**config.mk**
```make
export PLATFORM = sky130hd
export DESIGN_NAME = countdown_timer
export DESIGN_NICKNAME = d
export VERILOG_FILES = /design/src/rtl/countdown_timer.sv
export SDC_FILE = /design/constraint.sdc
export NUM_CORES = 1
export LEC_CHECK = 0
export CORE_MARGIN = 10
export CORE_UTILIZATION = 30
export CTS_BUF_LIST = sky130_fd_sc_hd__clkbuf_4
export CTS_CLUSTER_SIZE = 14
export DETAILED_ROUTE_END_ITERATION = 6
export GPL_ROUTABILITY_DRIVEN = 0
export PLACE_DENSITY = 0.55
export SYNTH_ARGS = -nofsm -noshare
export SYNTH_HDL_FRONTEND = slang
export SYNTH_SLANG_ARGS = --single-unit
```
**constraint.sdc**
```tcl
create_clock -name clk -period 6.3 [get_ports clk]
set_input_delay 0.63 -clock clk [delete_from_list [all_inputs] [get_ports clk]]
set_output_delay 0.63 -clock clk [all_outputs]
set_load 0.02 [all_outputs]
```
**src/rtl/countdown_timer.sv**
```systemverilog
// MM:SS BCD countdown timer with run/pause control and optional auto-reload on expiry.
// All outputs come straight from registers; running/expired are decodes of the state register.
`timescale 1ns/1ps
module countdown_timer #(
  parameter bit AUTO_RELOAD = 1'b0
) (
  input  logic       clk,
  input  logic       rst_n,
  input  logic       tick,
  input  logic       load,
  input  logic       start_pause,
  input  logic [3:0] preset_min_tens,
  input  logic [3:0] preset_min_ones,
  input  logic [3:0] preset_sec_tens,
  input  logic [3:0] preset_sec_ones,
  output logic [3:0] min_tens,
  output logic [3:0] min_ones,
  output logic [3:0] sec_tens,
  output logic [3:0] sec_ones,
  output logic       running,
  output logic       expired,
  output logic       done_pulse
);

  typedef enum logic [1:0] {
    IDLE    = 2'd0,
    RUNNING = 2'd1,
    PAUSED  = 2'd2,
    EXPIRED = 2'd3
  } state_t;

  state_t      state, state_n;
  logic [15:0] cnt, cnt_n;
  logic [15:0] rld, rld_n;
  logic        done_n;
  logic [15:0] dec;
  logic [15:0] clamped;

  function automatic logic [3:0] clamp(input logic [3:0] d, input logic [3:0] lim);
    return (d > lim) ? lim : d;
  endfunction

  always_comb begin
    clamped = {clamp(preset_min_tens, 4'd9), clamp(preset_min_ones, 4'd9),
               clamp(preset_sec_tens, 4'd5), clamp(preset_sec_ones, 4'd9)};
  end

  // BCD decrement by one second with borrow chain sec_ones -> sec_tens -> min_ones -> min_tens
  always_comb begin
    dec = cnt;
    if (cnt[3:0] == 4'd0) begin
      dec[3:0] = 4'd9;
      if (cnt[7:4] == 4'd0) begin
        dec[7:4] = 4'd5;
        if (cnt[11:8] == 4'd0) begin
          dec[11:8]  = 4'd9;
          dec[15:12] = cnt[15:12] - 4'd1;
        end else begin
          dec[11:8] = cnt[11:8] - 4'd1;
        end
      end else begin
        dec[7:4] = cnt[7:4] - 4'd1;
      end
    end else begin
      dec[3:0] = cnt[3:0] - 4'd1;
    end
  end

  always_comb begin
    state_n = state;
    cnt_n   = cnt;
    rld_n   = rld;
    done_n  = 1'b0;
    if (load) begin
      cnt_n   = clamped;
      rld_n   = clamped;
      state_n = IDLE;
    end else begin
      case (state)
        IDLE: begin
          if (start_pause && (cnt != '0)) state_n = RUNNING;
        end
        RUNNING: begin
          if (start_pause) begin
            state_n = PAUSED;
          end else if (tick) begin
            // a zero count here is treated as expiry so the borrow chain never underflows
            if ((cnt == '0) || (cnt == 16'h0001)) begin
              done_n = 1'b1;
              if (AUTO_RELOAD && (rld != '0)) begin
                cnt_n = rld;
              end else begin
                cnt_n   = '0;
                state_n = EXPIRED;
              end
            end else begin
              cnt_n = dec;
            end
          end
        end
        PAUSED: begin
          if (start_pause) state_n = RUNNING;
        end
        EXPIRED: begin
          if (start_pause) begin
            state_n = IDLE;
            cnt_n   = rld;
          end
        end
        default: state_n = IDLE;
      endcase
    end
  end

  always_ff @(posedge clk or negedge rst_n) begin
    if (!rst_n) begin
      state      <= IDLE;
      cnt        <= '0;
      rld        <= '0;
      done_pulse <= 1'b0;
    end else begin
      state      <= state_n;
      cnt        <= cnt_n;
      rld        <= rld_n;
      done_pulse <= done_n;
    end
  end

  assign min_tens = cnt[15:12];
  assign min_ones = cnt[11:8];
  assign sec_tens = cnt[7:4];
  assign sec_ones = cnt[3:0];
  assign running  = (state == RUNNING);
  assign expired  = (state == EXPIRED);

endmodule

```
======== Word level (Yosys, flattened, before mapping) ========
Index checks and enable logic that the tools add are counted.
operators by class
  $add $sub $neg .......................... 4
  muxes and demuxes ....................... 29
  multiply operators ...................... 0
  shift operators ......................... 0
  div/mod/pow operators ................... 0
  order comparisons ....................... 4
  bitwise gates (word level) .............. 0
  equal/unequal tests ..................... 14
  reductions and logical operators ........ 14
operator list
  kind                                                                     count
  16-bit two-way mux                                                       5
  4-bit two-way mux                                                        8
  16-bit case mux with 2 select lines                                      1
  16-bit by 1-bit equality test with 1-bit output, second input constant   1
  16-bit zero test                                                         1
  16-bit nonzero test                                                      1
  4-bit by 1-bit subtractor with 4-bit output, second input constant       4
  3-bit inequality test, second input constant                             5
  2-bit two-way mux                                                        7
  4-bit > comparator, second input constant                                3
  4-bit zero test                                                          3
  12-bit two-way mux                                                       1
  4-bit by 2-bit inequality test with 1-bit output, second input constant  3
  5-bit AND reduction                                                      2
  8-bit two-way mux                                                        1
  2-bit case mux with 4 select lines                                       1
  7-bit AND reduction                                                      1
  6-bit AND reduction                                                      1
  1-bit two-way mux                                                        5
  2-bit equality test, second input constant                               2
  4-bit by 3-bit > comparator with 1-bit output, second input constant     1
  4-bit by 3-bit inequality test with 1-bit output, second input constant  1
  4-bit inequality test, second input constant                             1
  4-bit AND reduction                                                      1
  other kinds (5)                                                          5
word-level totals
  bits in latches ......................... 0
  input bits .............................. 21
  memories ................................ 0
  register bits ........................... 35
  bits in writable memories ............... 0
  memory bits (read-only) ................. 0

======== Depth between registers and ports, before layout ========
  depth after elaboration ................. 9
  depth in mapped cells ................... 8
  gate-level depth less buffers ........... 7

======== Worst setup path before layout ========
Ideal clock, no wire load.
  path kind ............................... register to register
  start point ............................. reg cnt[12]
  end point ............................... reg cnt[8]
  path slack .............................. 3,849 ps
  data arrival time ....................... 2,326 ps
  cell stages (with the launch flop) ...... 8
  buffers on the path ..................... 0
  clock period less this slack ............ 2,451 ps
  cell sequence ........................... dfrtp_1 -> inv_1 -> ha_1 -> or3b_1 -> or4_4 -> o21ai_1 -> and2_1 -> mux2_4
on the way
  word-level cells in the longest chain between the ends .. 7
  elaborated cells on any way between the ends .. 11
  those cells by class .................... 3 x eq/ne; 5 x mux; 3 x reduce/logical
ends and longest elaborated chain
  element                                                                                     RTL line  text
  start, declared                                                                             33        logic [15:0] cnt, cnt_n;
  start signal, assigned                                                                      123       cnt <= cnt_n;
  16-bit by 1-bit equality test with 1-bit output / 16-bit zero test (equally long branches)  88        if ((cnt == '0) || (cnt == 16'h0001)) begin
  1-bit logical OR *                                                                          88
  16-bit two-way mux                                                                          88
  16-bit two-way mux                                                                          86        end else if (tick) begin
  16-bit two-way mux                                                                          84        if (start_pause) begin
  16-bit case mux with 2 select lines                                                         79        case (state)
  16-bit two-way mux                                                                          74        if (load) begin
Mark *: on every way between the ends. The rest lies on a longest branch, timed or not. The select of a mux whose other input is x is not followed.
A chain may end at the register's enable or synchronous reset.

======== Final worst setup path ========
  start point ............................. reg cnt[12]
  end point ............................... reg cnt[4]
Same word-level chain as after synthesis.

==> flow_summary.html <==
<table>
<tr><th>Metric</th><th>Value</th></tr>
<tr><th colspan="2">Logic synthesis</th></tr>
<tr><td>Synth top area share</td><td>0.4245</td></tr>
<tr><td>Mean instance size in the synthesized netlist</td><td>9.421 sq um</td></tr>
<tr><td>Post-synthesis mux area share</td><td>0.04124</td></tr>
<tr><td>Post-synthesis simple-gate area fraction</td><td>0.1862</td></tr>
<tr><td>Post-Syn Area</td><td>2063 sq um</td></tr>
<tr><td>Top FF cell, synth</td><td>sky130_fd_sc_hd__dfrtp_1</td></tr>
<tr><td>Number of distinct library cells after synthesis</td><td>55</td></tr>
<tr><td>Share of synthesized registers carrying an async set or reset</td><td>1.000</td></tr>
<tr><td>Top cells by instance count after synthesis</td><td>sky130_fd_sc_hd__dfrtp_1, sky130_fd_sc_hd__nand2_1, sky130_fd_sc_hd__o21ai_0</td></tr>
<tr><td>Number of warnings issued by yosys</td><td>0</td></tr>
<tr><td>Number of flops mapped to enable cells by yosys</td><td>0</td></tr>
<tr><td>Adder and majority cell fraction of the synthesized area</td><td>0.04245</td></tr>
<tr><td>Post-synthesis sequential element count</td><td>35</td></tr>
<tr><td>Compound-Gate Fraction of Synth Area</td><td>0.2541</td></tr>
<tr><td>Synthesized-area fraction occupied by xor and xnor cells</td><td>0</td></tr>
<tr><td>Main combinational cell family by area after synthesis</td><td>compound AO/OA/AOI/OAI gates</td></tr>
<tr><td>Most common cell in the netlist</td><td>sky130_fd_sc_hd__dfrtp_1</td></tr>
<tr><td>Post-synthesis sequential area ratio</td><td>0.4245</td></tr>
<tr><td>Ranking of synthesized cells by area</td><td>sky130_fd_sc_hd__dfrtp_1, sky130_fd_sc_hd__o21ai_0, sky130_fd_sc_hd__ha_1, sky130_fd_sc_hd__nand2_1, sky130_fd_sc_hd__inv_1</td></tr>
<tr><td>Synth Net Count</td><td>247</td></tr>
<tr><td>Cell count after synthesis</td><td>219</td></tr>
<tr><td>Largest area contributor in the synthesized netlist</td><td>sky130_fd_sc_hd__dfrtp_1</td></tr>
<tr><th colspan="2">Critical path</th></tr>
<tr><td>Buffer and inverter count on the worst path</td><td>1</td></tr>
<tr><td>Maximum fanout count along the critical path</td><td>14</td></tr>
<tr><td>Total number of cells along the worst setup path</td><td>7</td></tr>
<tr><td>Highest cell delay on the worst timing path</td><td>0.55 ns</td></tr>
<tr><td>Startpoint Class</td><td>register</td></tr>
<tr><td>Worst EP required</td><td>6.55 ns</td></tr>
<tr><td>Critical Path Sink Type</td><td>register</td></tr>
<tr><td>Critical Setup Path Class</td><td>reg2reg</td></tr>
<tr><td>Critical-path top delay cell</td><td>sky130_fd_sc_hd__or4_4</td></tr>
<tr><td>Worst reg2reg path startpoint</td><td>cnt[12]</td></tr>
<tr><td>Number of cells on the worst reg-to-reg path</td><td>7</td></tr>
<tr><td>Worst-path cell chain</td><td>inv_1 &gt; ha_1 &gt; or3b_1 &gt; or4_4 &gt; o21ai_2 &gt; o221ai_1 &gt; mux2_4</td></tr>
<tr><td>Cell type group with the largest total delay on the critical path</td><td>simple AND/OR/NAND/NOR gates</td></tr>
<tr><td>Data arrival time of the worst path</td><td>about 3.0 ns</td></tr>
<tr><td>R2R Setup Slk</td><td>3.56 ns</td></tr>
<tr><td>Capture point of the worst reg-to-reg path</td><td>cnt[4]</td></tr>
<tr><th colspan="2">Min path</th></tr>
<tr><td>WHS Path Cells</td><td>2</td></tr>
<tr><td>Hold WC Path Type</td><td>reg2reg</td></tr>
<tr><td>Launch point of the worst hold path</td><td>rld[0]</td></tr>
<tr><td>Hold Crit Endpoint</td><td>rld[0]</td></tr>
<tr><th colspan="2">Die</th></tr>
<tr><td>Initial standard-cell utilization of the core</td><td>0.3054</td></tr>
<tr><td>Floorplan Core Area</td><td>6756 sq um</td></tr>
<tr><td>Die span in x</td><td>102.9 microns</td></tr>
<tr><td>Count of boundary I/O pins</td><td>40</td></tr>
<tr><td>Die height</td><td>102.9 microns</td></tr>
<tr><td>Area enclosed by the die boundary</td><td>10,590 sq um</td></tr>
<tr><td>FP Rows</td><td>30</td></tr>
<tr><th colspan="2">STA</th></tr>
<tr><td>Achievable clock frequency</td><td>between 300 and 400 MHz</td></tr>
<tr><td>Smallest setup slack after layout</td><td>about 3.6 ns</td></tr>
<tr><td>Count of endpoints failing setup in the final report</td><td>0</td></tr>
<tr><td>Slew at the pin closest to its max-slew limit</td><td>0.6824 ns</td></tr>
<tr><td>Final Critical Period</td><td>2.743 ns</td></tr>
<tr><td>Setup TNS Final</td><td>0 ns</td></tr>
<tr><td>Number of failing hold endpoints at the final stage</td><td>0</td></tr>
<tr><td>RSZ-0062 raised after global routing</td><td>no</td></tr>
<tr><td>Setup clock skew after layout</td><td>0.009431 ns</td></tr>
<tr><td>Final clock period utilization by the worst path</td><td>0.4354</td></tr>
<tr><td>Max-Slew Margin vs Limit</td><td>0.5450</td></tr>
<tr><td>Pins Over Slew Limit</td><td>0</td></tr>
<tr><th colspan="2">Detailed routing</th></tr>
<tr><td>Post-DR vias/cell</td><td>~5.3</td></tr>
<tr><td>Number of antenna-violating nets in the routed design</td><td>0</td></tr>
<tr><td>First-pass detailed-route iteration total</td><td>5</td></tr>
<tr><td>Routed length per instance</td><td>15.77 microns</td></tr>
<tr><td>Initial DRC Count</td><td>87</td></tr>
<tr><td>Total Routed Length</td><td>5.395 mm</td></tr>
<tr><td>DRC Markers</td><td>0</td></tr>
<tr><td>Vias after detailed routing</td><td>approximately 1.8k</td></tr>
<tr><th colspan="2">Clock network</th></tr>
<tr><td>Number of setup buffers added after CTS</td><td>0</td></tr>
<tr><td>Clock root buffer</td><td>sky130_fd_sc_hd__clkbuf_4</td></tr>
<tr><td>TritonCTS clock tree</td><td>built</td></tr>
<tr><td>Clock Latency Late Sink</td><td>0.35 ns</td></tr>
<tr><td>Level count of the clock H-tree</td><td>2</td></tr>
<tr><td>Clock-pin slew of the registers on the worst-case setup and hold paths</td><td>~0.12 ns</td></tr>
<tr><td>CTS-repair resized insts</td><td>0</td></tr>
<tr><td>Num Clock Sinks</td><td>35</td></tr>
<tr><td>Clock buffer depth</td><td>2</td></tr>
<tr><td>TritonCTS Buffers</td><td>5</td></tr>
<tr><td>Number of buffers added to fix hold violations after cts</td><td>0</td></tr>
<tr><th colspan="2">GRT</th></tr>
<tr><td>Largest net degree at the start of global routing</td><td>38</td></tr>
<tr><td>Vias in the first global route</td><td>1,799</td></tr>
<tr><td>Global-route wire length before repair</td><td>just under 9 mm</td></tr>
<tr><td>Initial antenna violation count</td><td>0</td></tr>
<tr><td>Tot GR Track Use</td><td>0.1083</td></tr>
<tr><td>Aggregate global routing overflow</td><td>0</td></tr>
<tr><th colspan="2">Layout</th></tr>
<tr><td>Area occupied by registers</td><td>roughly 880 sq um</td></tr>
<tr><td>Final core occ</td><td>0.3911</td></tr>
<tr><td>Layout-stage area growth over the synthesis result</td><td>28.08%</td></tr>
<tr><td>Diodes inserted</td><td>0</td></tr>
<tr><td>Final nets</td><td>289</td></tr>
<tr><td>Post-Layout Inst Area</td><td>2643 sq um</td></tr>
<tr><td>Total area of multi-input combinational cells</td><td>between 1000 and 1500 sq um</td></tr>
<tr><td>Layout cell share with drive strength beyond 1</td><td>0.1069</td></tr>
<tr><td>Fill cell total of the finished layout</td><td>693</td></tr>
<tr><th colspan="2">Pwr</th></tr>
<tr><td>Peak supply drop</td><td>0.1139 mV</td></tr>
<tr><td>Final Power</td><td>0.0008388 W</td></tr>
<tr><td>Power Density</td><td>317.4 nW/um^2</td></tr>
<tr><td>Leakage</td><td>1.090 nW</td></tr>
<tr><th colspan="2">Placed design</th></tr>
<tr><td>Port bufs</td><td>39</td></tr>
<tr><td>Placed inst area</td><td>2537 sq um</td></tr>
<tr><td>Setup slack at placement</td><td>3.404 ns</td></tr>
<tr><td>Placed wire-length estimate</td><td>roughly 4 mm</td></tr>
<tr><th colspan="2">Run</th></tr>
<tr><td>Max_cap viols</td><td>0</td></tr>
<tr><th colspan="2">Status</th></tr>
<tr><td>Run status</td><td>finished clean</td></tr>
</table>
-- registers in the layout (all words and copies together), names as in the netlist --
signal	count
state	2
cnt	16
done_pulse	1
rld	16
-- per-layer routing --
metal,GRT usage,part of all wire,up-vias
met3,0.03217,0.065,6
met2,0.1697,0.45,50
li1,-,-,885
met5,0,0,-
met4,0.04492,0.017,0
met1,0.1355,0.47,866
-- cell type report --
type / instances / share of cell area
flip-flops and latches: 35 / 0.3314
repair buffers: 41 / 0.1534
well taps: 80 / 0.03788
inverters: 20 / 0.02841
clock buffers: 5 / 0.01420
multi-input cells: 158 / 0.4091
clock inverters: 3 / 0.02557
-- report_power, final --
part	internal, W	leakage, nW	switching [W]	total [W]
sequential	0.000266	0.433	0.0000520	0.000318
combinational	0.000156	0.605	0.000158	0.000314
clock	0.000123	0.0514	0.0000834	0.000207
-- how the worst max path moves through the flow --
| stage | start | endpoint | slack (ns) |
|---|---|---|---|
| 2_1_floorplan | cnt[12] | cnt[8] | 3.85 |
| 3_3_place_gp | load | cnt[4] | 3.45 |
| 6_report | cnt[12] | cnt[4] | 3.56 |
| 5_1_grt | cnt[12] | cnt[4] | 3.40 |
| 3_5_place_dp | load | cnt[4] | 3.40 |
| 4_1_cts | cnt[12] | cnt[4] | 3.55 |
-- placed cells by master (no fill, tap or decap), types with 5 or more instances in the layout --
| master | synthesis | layout |
|---|---|---|
| sky130_fd_sc_hd__clkdlybuf4s50_1 | 0 | 39 |
| sky130_fd_sc_hd__clkbuf_4 | 0 | 5 |
| sky130_fd_sc_hd__inv_1 | 19 | 19 |
| sky130_fd_sc_hd__o21ai_0 | 20 | 20 |
| sky130_fd_sc_hd__nor3_1 | 5 | 5 |
| sky130_fd_sc_hd__dfrtp_1 | 35 | 35 |
| sky130_fd_sc_hd__ha_1 | 7 | 7 |
| sky130_fd_sc_hd__a21oi_1 | 12 | 12 |
| sky130_fd_sc_hd__nor2b_1 | 7 | 7 |
| sky130_fd_sc_hd__nand2_1 | 22 | 22 |
| sky130_fd_sc_hd__nand2b_1 | 6 | 6 |
| sky130_fd_sc_hd__nor2_1 | 11 | 11 |
-- stage by stage --
step | hold slack, ns | cells
after floorplan | 0.3344 | 219
after global placement | 0.4709 | 334
after detailed placement | 0.4719 | 334
after CTS | 0.5031 | 342
after global routing | 0.5331 | 342
final | 0.4983 | 342
-- tightest hold or removal path: cells and delay by family (launching register included) --
kind             cells  cell delay (ns)
flip-flops           1             0.34
AND/OR/NAND/NOR      2             0.13
-- logic make-up (layout without fill, tap and decap cells) --
family                   count (synthesis)  count (layout)
multiplexers                             7               7
AO/OA/AOI/OAI                           73              73
adder cells (fa/ha/maj)                  7               7
flip-flops                              35              35
buffers and inverters                   26              69
AND/OR/NAND/NOR                         71              71
No activity file was read; power rests on OpenSTA's default activity.
